## src/rtl/colorizer_pkg.sv

```systemverilog
// Shared types and constants for the layer colorizer.
// Pixel layout is {valid, B, G, R} with one nibble per channel.
package colorizer_pkg;

  typedef struct packed {
    logic        valid;
    logic [11:0] rgb;
  } pix_t;

  localparam logic [1:0] MAP_DIRT  = 2'd0;
  localparam logic [1:0] MAP_PATH  = 2'd1;
  localparam logic [1:0] MAP_WALL  = 2'd2;
  localparam logic [1:0] MAP_GRASS = 2'd3;

  typedef enum logic [1:0] {
    ST_IDLE,
    ST_FLASH,
    ST_COOLDOWN
  } flash_st_e;

  localparam int COOL_FRAMES = 8;

  // A sprite pixel shows only when valid and not the colour key.
  function automatic logic opaque(pix_t p, logic [11:0] key);
    return p.valid && (p.rgb != key);
  endfunction

endpackage

```

## src/rtl/layer_colorizer_vid_delay.sv

```systemverilog
// vid_delay: aligns video_on with the layer pixel pipeline.
// DEPTH=0 is a plain wire; otherwise a resettable shift chain.
module vid_delay #(
  parameter int DEPTH = 2
) (
  input  logic clk,
  input  logic reset,
  input  logic in_i,
  output logic out_o
);

  if (DEPTH == 0) begin : g_wire
    logic unused_clk_rst;
    assign unused_clk_rst = clk ^ reset;
    assign out_o = in_i;
  end else begin : g_pipe
    logic [DEPTH-1:0] pipe_q;

    always_ff @(posedge clk) begin
      if (reset) begin
        pipe_q <= '0;
      end else begin
        pipe_q[0] <= in_i;
        for (int i = 1; i < DEPTH; i++) begin
          pipe_q[i] <= pipe_q[i-1];
        end
      end
    end

    assign out_o = pipe_q[DEPTH-1];
  end

endmodule

```

## src/rtl/layer_colorizer.sv

```systemverilog
// layer_colorizer: sprite/world layer mux, collision flag, hit flash.
// Define LAYER_COLORIZER_FLASH_EN to build in the hit-flash FSM.
module layer_colorizer
  import colorizer_pkg::*;
#(
  parameter int          VIDEO_DLY    = 2,
  parameter logic [11:0] TRANSPARENT  = 12'h000,
  parameter logic [11:0] PATH_COLOR   = 12'h864,
  parameter int          FLASH_FRAMES = 32
) (
  input  logic        clk,
  input  logic        reset,
  input  logic        video_on,
  input  logic        frame_start,
  input  logic [1:0]  world,
  input  logic [12:0] death_pixel,
  input  logic [12:0] rock_pixel,
  input  logic [12:0] grass_pixel,
  input  logic [12:0] mil_pixel,
  input  logic [12:0] mon_pixel,
  input  logic        hit,
  output logic [3:0]  vga_red,
  output logic [3:0]  vga_green,
  output logic [3:0]  vga_blue,
  output logic        collision,
  output logic        flash_active
);

  pix_t        death;
  pix_t        rock;
  pix_t        grass;
  pix_t        mil;
  pix_t        mon;
  pix_t        world_p;
  logic        vid_d;
  logic        mon_op;
  logic        mil_op;
  logic        invert;
  logic        coll_now;
  logic [11:0] rgb_d;
  logic [11:0] rgb_q;
  logic        coll_seen_q;
  logic        collision_q;

  assign death = death_pixel;
  assign rock  = rock_pixel;
  assign grass = grass_pixel;
  assign mil   = mil_pixel;
  assign mon   = mon_pixel;

  vid_delay #(
    .DEPTH (VIDEO_DLY)
  ) u_vid_delay (
    .clk   (clk),
    .reset (reset),
    .in_i  (video_on),
    .out_o (vid_d)
  );

  assign mon_op   = opaque(mon, TRANSPARENT);
  assign mil_op   = opaque(mil, TRANSPARENT);
  assign coll_now = vid_d && mon_op && mil_op;

  always_comb begin
    world_p = death;
    unique case (world)
      MAP_DIRT:  world_p = death;
      MAP_PATH:  world_p = '{valid: 1'b1, rgb: PATH_COLOR};
      MAP_WALL:  world_p = rock;
      MAP_GRASS: world_p = grass;
      default:   world_p = death;
    endcase
  end

  always_comb begin
    rgb_d = 12'h000;
    if (mon_op) begin
      rgb_d = mon.rgb;
    end else if (mil_op) begin
      rgb_d = invert ? ~mil.rgb : mil.rgb;
    end else if (world_p.valid) begin
      rgb_d = world_p.rgb;
    end
    if (!vid_d) begin
      rgb_d = 12'h000;
    end
  end

  always_ff @(posedge clk) begin
    if (reset) begin
      rgb_q <= 12'h000;
    end else begin
      rgb_q <= rgb_d;
    end
  end

  // A hit on the frame_start cycle belongs to the frame just beginning.
  always_ff @(posedge clk) begin
    if (reset) begin
      coll_seen_q <= 1'b0;
      collision_q <= 1'b0;
    end else if (frame_start) begin
      collision_q <= coll_seen_q;
      coll_seen_q <= coll_now;
    end else begin
      collision_q <= 1'b0;
      coll_seen_q <= coll_seen_q | coll_now;
    end
  end

`ifdef LAYER_COLORIZER_FLASH_EN
  localparam logic [5:0] FLASH_LAST = 6'(FLASH_FRAMES - 1);
  localparam logic [5:0] COOL_LAST  = 6'(COOL_FRAMES - 1);

  flash_st_e  state_q;
  logic [5:0] fcnt_q;
  logic       flash_q;

  always_ff @(posedge clk) begin
    if (reset) begin
      state_q <= ST_IDLE;
      fcnt_q  <= 6'd0;
      flash_q <= 1'b0;
    end else begin
      unique case (state_q)
        ST_IDLE: begin
          if (hit) begin
            state_q <= ST_FLASH;
            fcnt_q  <= 6'd0;
            flash_q <= 1'b1;
          end
        end
        ST_FLASH: begin
          if (frame_start) begin
            if (fcnt_q == FLASH_LAST) begin
              state_q <= ST_COOLDOWN;
              fcnt_q  <= 6'd0;
              flash_q <= 1'b0;
            end else begin
              fcnt_q <= fcnt_q + 6'd1;
            end
          end
        end
        ST_COOLDOWN: begin
          if (frame_start) begin
            if (fcnt_q == COOL_LAST) begin
              state_q <= ST_IDLE;
              fcnt_q  <= 6'd0;
            end else begin
              fcnt_q <= fcnt_q + 6'd1;
            end
          end
        end
        default: begin
          state_q <= ST_IDLE;
          fcnt_q  <= 6'd0;
          flash_q <= 1'b0;
        end
      endcase
    end
  end

  assign invert       = (state_q == ST_FLASH) && fcnt_q[2];
  assign flash_active = flash_q;
`else
  logic unused_hit;
  assign unused_hit   = hit;
  assign invert       = 1'b0;
  assign flash_active = 1'b0;
`endif

  assign vga_blue  = rgb_q[11:8];
  assign vga_green = rgb_q[7:4];
  assign vga_red   = rgb_q[3:0];
  assign collision = collision_q;

endmodule

```

## config.mk

```make
export PLATFORM = sky130hd
export DESIGN_NAME = layer_colorizer
export DESIGN_NICKNAME = d
export VERILOG_FILES = /design/src/rtl/colorizer_pkg.sv /design/src/rtl/layer_colorizer_vid_delay.sv /design/src/rtl/layer_colorizer.sv
export SDC_FILE = /design/constraint.sdc
export NUM_CORES = 1
export LEC_CHECK = 0
export CAP_MARGIN = 5
export CORE_ASPECT_RATIO = 1.5
export CORE_MARGIN = 2
export CORE_UTILIZATION = 34
export CTS_BUF_LIST = sky130_fd_sc_hd__clkbuf_8
export CTS_CLUSTER_SIZE = 30
export DETAILED_ROUTE_END_ITERATION = 8
export MAX_ROUTING_LAYER = met4
export PLACE_DENSITY = 0.95
export SYNTH_ARGS = -nofsm -noshare
export SYNTH_HDL_FRONTEND = slang
export SYNTH_SLANG_ARGS = --single-unit
```

## constraint.sdc

```tcl
create_clock -name clk -period 2.3 [get_ports clk]
set_input_delay 0.46 -clock clk [delete_from_list [all_inputs] [get_ports clk]]
set_output_delay 0.46 -clock clk [all_outputs]
set_load 0.02 [all_outputs]
```

After elaboration in Yosys (flattened, before gate mapping)
Cells that the tools add are included.
{"block": "word_totals", "input_bits": 72, "register_bits": 16, "output_inout_bits": 14, "elab_cells": 24}
{"block": "op_classes", "muxes": 5, "reduce_logical": 9, "bitwise_logic": 3, "eq_ne": 3}
{"op": "case mux 13 bit (4 select lines)", "count": 1}
{"op": "two-way mux 12 bit", "count": 3}
{"op": "nonzero test 12 bit", "count": 2}
{"op": "== test 2 bit, second input constant", "count": 2}
{"op": "logical AND 1 bit", "count": 4}
{"op": "OR reduction 2 bit", "count": 2}
{"op": "== test 2 x 1 -> 1 bit, second input constant", "count": 1}
{"op": "zero test 2 bit", "count": 1}
{"op": "inverter 1 bit", "count": 2}
{"op": "two-way mux 1 bit", "count": 1}
{"op": "OR 1 bit", "count": 1}

Depth between registers and ports, before layout
Gate-level depths: netlist of run 1.
{"block": "depth", "word_depth": 6, "ltp_mapped": 5, "depth_no_buf": 4}

Modules after synthesis
Synthesis of run 1 repeated with hierarchy kept, for this count alone.
{"block": "hier_totals", "cells_unflattened": 114, "hier_area_um2": 1072.3}
{"module": "layer_colorizer", "area_per_inst_um2": 1019.7, "seq_area_each_um2": 280.3, "n_inst": 1, "cells_each": 110}
{"module": "vid_delay", "area_per_inst_um2": 52.6, "seq_area_each_um2": 40.0, "n_inst": 1, "cells_each": 4}

Least setup slack after synthesis of run 1
No wires, ideal clock.
{"block": "synth_timing", "kind": "input to register", "startpoint": "in mon_pixel[0]", "endpoint": "reg rgb_q[8]", "slack_ns": 0.444, "path_buffers": 1, "setup_ns": 0.145, "t_arrival_ns": 1.711, "required_time_ns": 2.155, "cell_stages": 4, "cell_sequence": "or4_1 -> o31ai_4 -> buf_4 -> a211oi_1"}
{"block": "synth_via", "elab_chain_len": 3}
{"item": "from (decl)", "line": "layer_colorizer.sv:20", "source": "input logic [12:0] mon_pixel,"}
{"item": "nonzero test 12 bit", "line": "colorizer_pkg.sv:25", "source": "return p.valid && (p.rgb != key);"}
{"item": "logical AND 1 bit", "line": "colorizer_pkg.sv:25"}
{"item": "two-way mux 12 bit", "line": "layer_colorizer.sv:77", "source": "if (mon_op) begin"}
{"item": "to (signal assigned)", "line": "layer_colorizer.sv:93", "source": "rgb_q <= rgb_d;"}
{"item": "to (decl)", "line": "layer_colorizer.sv:41", "source": "logic [11:0] rgb_q;"}
Every way passes these cells.
A chain may end at the register's enable or synchronous reset.

Worst setup path after layout of run 1
{"block": "layout_timing", "startpoint": "in mil_pixel[3]", "endpoint": "reg rgb_q[8]"}
{"block": "layout_via", "elab_chain_len": 4}
{"item": "from (decl)", "line": "layer_colorizer.sv:19", "source": "input logic [12:0] mil_pixel,"}
{"item": "nonzero test 12 bit", "line": "colorizer_pkg.sv:25"}
{"item": "logical AND 1 bit", "line": "colorizer_pkg.sv:25"}
{"item": "two-way mux 12 bit", "line": "layer_colorizer.sv:79", "source": "end else if (mil_op) begin"}
{"item": "two-way mux 12 bit", "line": "layer_colorizer.sv:77"}
Every way passes these cells.

==> run_results.csv, run 1 <==
group,metric,value,unit
clock_tree,cts_setup_buffers,0,
power_and_ir_drop,peakVddDrop,0.000269,V
logic_synthesis,ys_ff_latch,16,
timing,grt_setup_unrepaired,"no",
worst_setup_path,crit_type,"in -> reg",
finish,stdcell_count,239,
finish,finish.utilization,0.680,
worst_hold_path,whs_path_depth,1,
placed_design,gp_congestion,0.801,
power_and_ir_drop,p_leak,0.747,nW
finish,final_nets,274,
worst_setup_path,worstPathMaxFanout,7,
timing,finalCritPeriodShare,0.913,
clock_tree,cts_sinks,16,
worst_setup_path,start_kind,"input port",
floorplan,core,0.00294,mm^2
grt,grt_overflow_total,0,
placed_design,dp_hpwl,2.84,mm
clock_tree,root_buffer,"clkbuf_8",
clock_tree,htree_levels,1,
worst_hold_path,whs_endpoint,"u_vid_delay.g_pipe.pipe_q[1]$_SDFF_PP0_",
routing,drt_iter0_drc,32,
worst_hold_path,min_from,"u_vid_delay.g_pipe.pipe_q[0]$_SDFF_PP0_",
worst_setup_path,r2r_start,"u_vid_delay.g_pipe.pipe_q[1]$_SDFF_PP0_",
worst_setup_path,end_kind,"flip-flop",
placed_design,place_ws,-82.9,ps
grt,grt_pass1_vias,1290,
routing,via_count,1224,
logic_synthesis,yosysTopAreaCellShare,0.302,
timing,clock_skew,2.04,ps
clock_tree,clkSlewWorstSetupHoldPaths,60,ps
clock_tree,insertion_delay,250,ps
worst_setup_path,rrSetupSlack,1230,ps
worst_setup_path,worstPathArrival,2260,ps
logic_synthesis,synth_area,0.00106,mm^2
finish,drive_gt1_frac,0.110,
finish,syn_to_final_growth,88.5,%
logic_synthesis,yosys_warnings,0,
grt,antenna_found_initial,0,
logic_synthesis,yosys.area.top_type,"dfxtp_1",
power_and_ir_drop,switching_power,0.000184,W
floorplan,rows,24,
logic_synthesis,ys_dominant_reg_cell,"dfxtp_1",
placed_design,post-place-cells,236,
power_and_ir_drop,p_clk_frac,0.277,
timing,finalSetupViolCount,0,
logic_synthesis,synthCells,114,
logic_synthesis,ys_async_sr_fraction,0,
timing,fmax,476,MHz
worst_setup_path,worst_r2r_path_depth,2,
clock_tree,clockBufferDepth,2,
timing,period_needed,2100,ps
power_and_ir_drop,p_comb_frac,0.341,
placed_design,io_buffers,83,
worst_setup_path,r2r-end,"coll_seen_q$_SDFF_PP0_",
routing,wl_per_cell,13.6,um
logic_synthesis,yosysSeqAreaShare,0.302,
routing,wl,3.24,mm
routing,drt_pass1_iterations,4,
floorplan,dieWidth,49.6,um
logic_synthesis,yosys-top-cells-area,"dfxtp_1, a211oi_2, mux2i_1",
logic_synthesis,synth_fp_nets,186,
routing,via_per_inst,5.12,
floorplan,io_pins,86,
status,status,"finished, final reports clean",
worst_setup_path,required,2460,ps
logic_synthesis,synth_edf_count,0,
logic_synthesis,synth.avg_cell_area,9.32,um^2
routing,drtAntennaViolNets,0,
timing,slew_headroom,0.549,
timing,slew_violations,0,
finish,fillers,262,
routing,remaining_drc_errors,0,
grt,grt.total_usage,0.197,
clock_tree,ctsResizeCount,0,
timing,tightestPinTransition,676,ps
power_and_ir_drop,p_per_area,372,mW/mm^2
floorplan,die_y,72.5,um
worst_hold_path,hold_path.class,"reg -> reg",
grt,grt_pass1_wl,5.38,mm
floorplan,die-area,0.00360,mm^2
clock_tree,numCtsBuffers,3,
timing,hold_violations,0,
power_and_ir_drop,power_frac_seq,0.383,
clock_tree,ctsHoldBuffers,0,
grt,grt_max_degree,25,
job,drv_cap,0,
floorplan,start_util,0.361,
logic_synthesis,ys_types,25,
power_and_ir_drop,internal_power,0.000561,W
clock_tree,cts_tree,"yes",
finish,num_antenna_cells,0,
power_and_ir_drop,switching_share,0.247,
timing,fin_ws,201,ps
## registers in the layout (all words and copies together) (netlist names)
name                       cells
u_vid_delay.g_pipe.pipe_q      2
rgb_q                         12
coll_seen_q                    1
collision                      1
## kinds of logic (layout without fill, tap and decap cells)
| family | after synthesis | count (layout) | synth area share |
|---|---|---|---|
| compound gates | 43 | 43 | 0.391 |
| buf+inv | 16 | 102 | 0.0789 |
| flops | 16 | 16 | 0.302 |
| mux | 9 | 9 | 0.0848 |
| other cells | 1 | 1 | 0.00353 |
| simple gates | 29 | 29 | 0.140 |
## per-stage QoR
stage | TNS [ps] | cell area, um^2 | hold WS (ps) | power (W)
final | 0 | 2000 | 448 | 0.000744
after global routing | 0 | 2000 | 458 | 0.000784
after detailed placement | -531 | 1960 | 441 | 0.000545
after floorplan | 0 | 1060 | 414 | 0.000387
after global placement | -220 | 1960 | 423 | 0.000540
after CTS | 0 | 2000 | 454 | 0.000751
## layout by cell type (no fill, tap or decap), drive strengths merged, types with 6 or more instances in the layout
master	instances
a211oi	12
o32ai	8
dfxtp	16
clkdlybuf4s50	83
nor2	14
a22oi	8
mux2i	9
inv	8
buf	8
or4	6
## power groups by stage
stage / clock network [W] / logic, W / registers, W
final: 0.000206 / 0.000254 / 0.000285
after global routing: 0.000223 / 0.000276 / 0.000285
after CTS: 0.000211 / 0.000255 / 0.000285
after detailed placement: 0 / 0.000254 / 0.000291
after global placement: 0 / 0.000249 / 0.000291
after floorplan: 0 / 0.0000906 / 0.000296
## cell usage after synthesis, types with 2 or more instances
master	number
buf_4	2
dfxtp_1	16
nor2b_1	3
a21o_1	4
nor2_1	14
or4_1	5
clkbuf_1	3
nand2_1	3
a211oi_1	4
inv_1	8
a22oi_1	8
mux2i_1	9
o31ai_4	2
a221o_1	4
a211oi_2	8
a32oi_1	4
o32ai_1	8
buf_6	2
## layout make-up
type | count | area [um^2] | share of cell area
clock buffers | 3 | 41.3 | 0.0206
inverters | 8 | 30.0 | 0.0150
multi-input cells | 82 | 658 | 0.329
flip-flops and latches | 16 | 320 | 0.160
well taps | 39 | 48.8 | 0.0244
repair buffers | 91 | 903 | 0.451
## critical path, cell delays in order
cell and delay, ps:
clkdlybuf4s50_1 420, or4_1 590, o31ai_4 280, buf_4 190
a22oi_1 80, a211oi_1 230
## metal layers
| metal | part of all wire | global-route usage |
|---|---|---|
| met5 | 0 | - |
| met4 | 0.029 | 0.0957 |
| met3 | 0.065 | 0.0267 |
| met2 | 0.55 | 0.364 |
| met1 | 0.36 | 0.202 |
## how the worst max path moves through the flow
stage	slack (ps)	startpoint	depth (start not counted)	endpoint
final	200	mil_pixel[3]	6	rgb_q[8]$_SDFF_PP0_
after global routing	100	mil_pixel[3]	6	rgb_q[7]$_SDFF_PP0_
after CTS	170	mil_pixel[3]	6	rgb_q[6]$_SDFF_PP0_
after detailed placement	-80	mil_pixel[3]	6	rgb_q[6]$_SDFF_PP0_
after global placement	-40	mon_pixel[0]	6	rgb_q[3]$_SDFF_PP0_
after floorplan	440	mon_pixel[0]	4	rgb_q[8]$_SDFF_PP0_
Note: power is estimated with default switching activity, not from simulation.
==> inputs of run 2 (changes only) <==
--- a/config.mk
+++ b/config.mk
@@ -6,7 +6,7 @@
 export NUM_CORES = 1
 export LEC_CHECK = 0
 export CAP_MARGIN = 5
-export CORE_ASPECT_RATIO = 1.5
+export CORE_ASPECT_RATIO = 0.6
 export CORE_MARGIN = 2
 export CORE_UTILIZATION = 34
 export CTS_BUF_LIST = sky130_fd_sc_hd__clkbuf_8
==> run_results.csv, run 2 (synthesis results as in run 1) <==
group,metric,value,unit
clock_tree,htree_levels,1,
clock_tree,ctsHoldBuffers,0,
finish,final_nets,282,
finish,syn_to_final_growth,94.6,%
placed_design,io_buffers,83,
timing,fin_ws,135,ps
clock_tree,cts_setup_buffers,0,
clock_tree,insertion_delay,250,ps
floorplan,core,0.00293,mm^2
finish,drive_gt1_frac,0.148,
clock_tree,clockBufferDepth,2,
grt,grt.total_usage,0.224,
floorplan,io_pins,86,
worst_setup_path,rrSetupSlack,1270,ps
routing,wl,3.87,mm
power_and_ir_drop,total_power,0.000803,W
routing,drt_iter0_drc,46,
placed_design,dp_hpwl,3.36,mm
worst_setup_path,worstPathArrival,2320,ps
finish,largest_register,"rgb_q",
timing,finalCritPeriodShare,0.942,
finish,stdcell_count,251,
finish,layout_common_cells,"clkdlybuf4s50_1, dfxtp_1, buf_4, nor2_1, mux2i_1",
routing,wl_per_cell,15.4,um
clock_tree,numCtsBuffers,3,
routing,drtAntennaViolNets,0,
floorplan,rows,15,
finish,num_antenna_cells,0,
timing,grt_setup_unrepaired,"no",
routing,drt_pass1_iterations,4,
floorplan,die-area,0.00360,mm^2
routing,via_per_inst,5.14,
power_and_ir_drop,p_per_area,388,mW/mm^2
job,drv_cap,0,
finish,top_regs,"rgb_q: 12 flops, u_vid_delay.g_pipe.pipe_q: 2 flops",
finish,finish.utilization,0.706,
grt,grt_pass1_wl,5.87,mm
worst_setup_path,crit_chain,"clkdlybuf4s50_1 > or4_1 > o31ai_4 > buf_4 > a32oi_1 > a211oi_2",
clock_tree,cts_sinks,16,
timing,clock_skew,3.22,ps
worst_setup_path,worstPathMaxFanout,8,
grt,grt_pass1_vias,1283,
power_and_ir_drop,peakVddDrop,0.000276,V
timing,tightestPinTransition,696,ps
timing,finalSetupViolCount,0,
placed_design,gp_congestion,0.795,
power_and_ir_drop,p_leak,0.788,nW
finish,largest_reg_flops,12,
worst_setup_path,end_kind,"flip-flop",
floorplan,dieWidth,76.2,um
grt,grt_max_degree,14,
worst_setup_path,required,2460,ps
placed_design,place_ws,-98.1,ps
clock_tree,ctsResizeCount,0,
routing,via_count,1289,
grt,grt_overflow_total,0,
timing,fmax,462,MHz
clock_tree,root_buffer,"clkbuf_8",
timing,slew_violations,0,
floorplan,die_y,47.3,um
worst_setup_path,cpPeakStageDelay,600,ps
worst_setup_path,start_kind,"input port",
clock_tree,clkSlewWorstSetupHoldPaths,60,ps
timing,period_needed,2170,ps
finish,final_common_cell,"clkdlybuf4s50_1",
worst_setup_path,crit_slowest_cell,"or4_1",
timing,hold_violations,0,
grt,antenna_found_initial,0,
worst_setup_path,crit_type,"in -> reg",
floorplan,start_util,0.363,
timing,tns,0,ps
clock_tree,cts_tree,"yes",
worst_hold_path,hold_path.class,"reg -> reg",
status,status,"finished, final reports clean",
placed_design,post-place-cells,247,
timing,slew_headroom,0.523,
routing,remaining_drc_errors,0,
[run 2: cell count changes in the layout (fill, tap and decap cells not counted), sizes merged]
cell	delta
buf	+8
clkbuf	+1
[run 2: power by group]
| part | internal [W] | leakage, nW | switching (W) |
|---|---|---|---|
| Clock | 0.000152 | 0.0288 | 0.0000984 |
| Sequential | 0.000283 | 0.130 | 0.00000180 |
| Combinational | 0.000167 | 0.629 | 0.0000998 |
| Total | 0.000603 | 0.788 | 0.000200 |
[run 2: layout make-up]
class	count	area [um^2]
Fill cell	247	861
Inverter	8	30.0
Multi-Input combinational cell	82	658
Tap cell	42	52.6
Clock buffer	4	55.1
Sequential cell	16	320
Timing Repair Buffer	99	951
[run 2: final timing paths]
check                                                              from              endpoint  cells past startpoint
worst max-delay path                                       mil_pixel[3]   rgb_q[5]$_SDFF_PP0_                      6
worst min-delay path                             coll_seen_q$_SDFF_PP0_  collision$_SDFF_PP0_                      2
worst max register to register  u_vid_delay.g_pipe.pipe_q[1]$_SDFF_PP0_  rgb_q[11]$_SDFF_PP0_                      2
worst min register to register                   coll_seen_q$_SDFF_PP0_  collision$_SDFF_PP0_                      2
[run 2: critical path, delay by kind of cell]
family / cells / cell delay [ps]
and+or+nand+nor: 1 / 600
AOI/OAI and AO/OA: 3 / 640
buffers and inverters: 2 / 620
[run 2: metrics by stage]
step	area (um^2)	hold WS (ps)
floorplan	1060	414
finish	2070	441
global route	2070	465
CTS	2070	446
global placement	2010	422
detailed placement	2010	430
[run 2: per-layer routing]
| metal | vias up | wire length (um) | track usage |
|---|---|---|---|
| met2 | 49 | 1870 | 0.434 |
| met5 | - | 0 | - |
| li1 | 637 | - | - |
| met3 | 3 | 267 | 0.0692 |
| met4 | 0 | 8 | 0.0218 |
| met1 | 600 | 1730 | 0.245 |
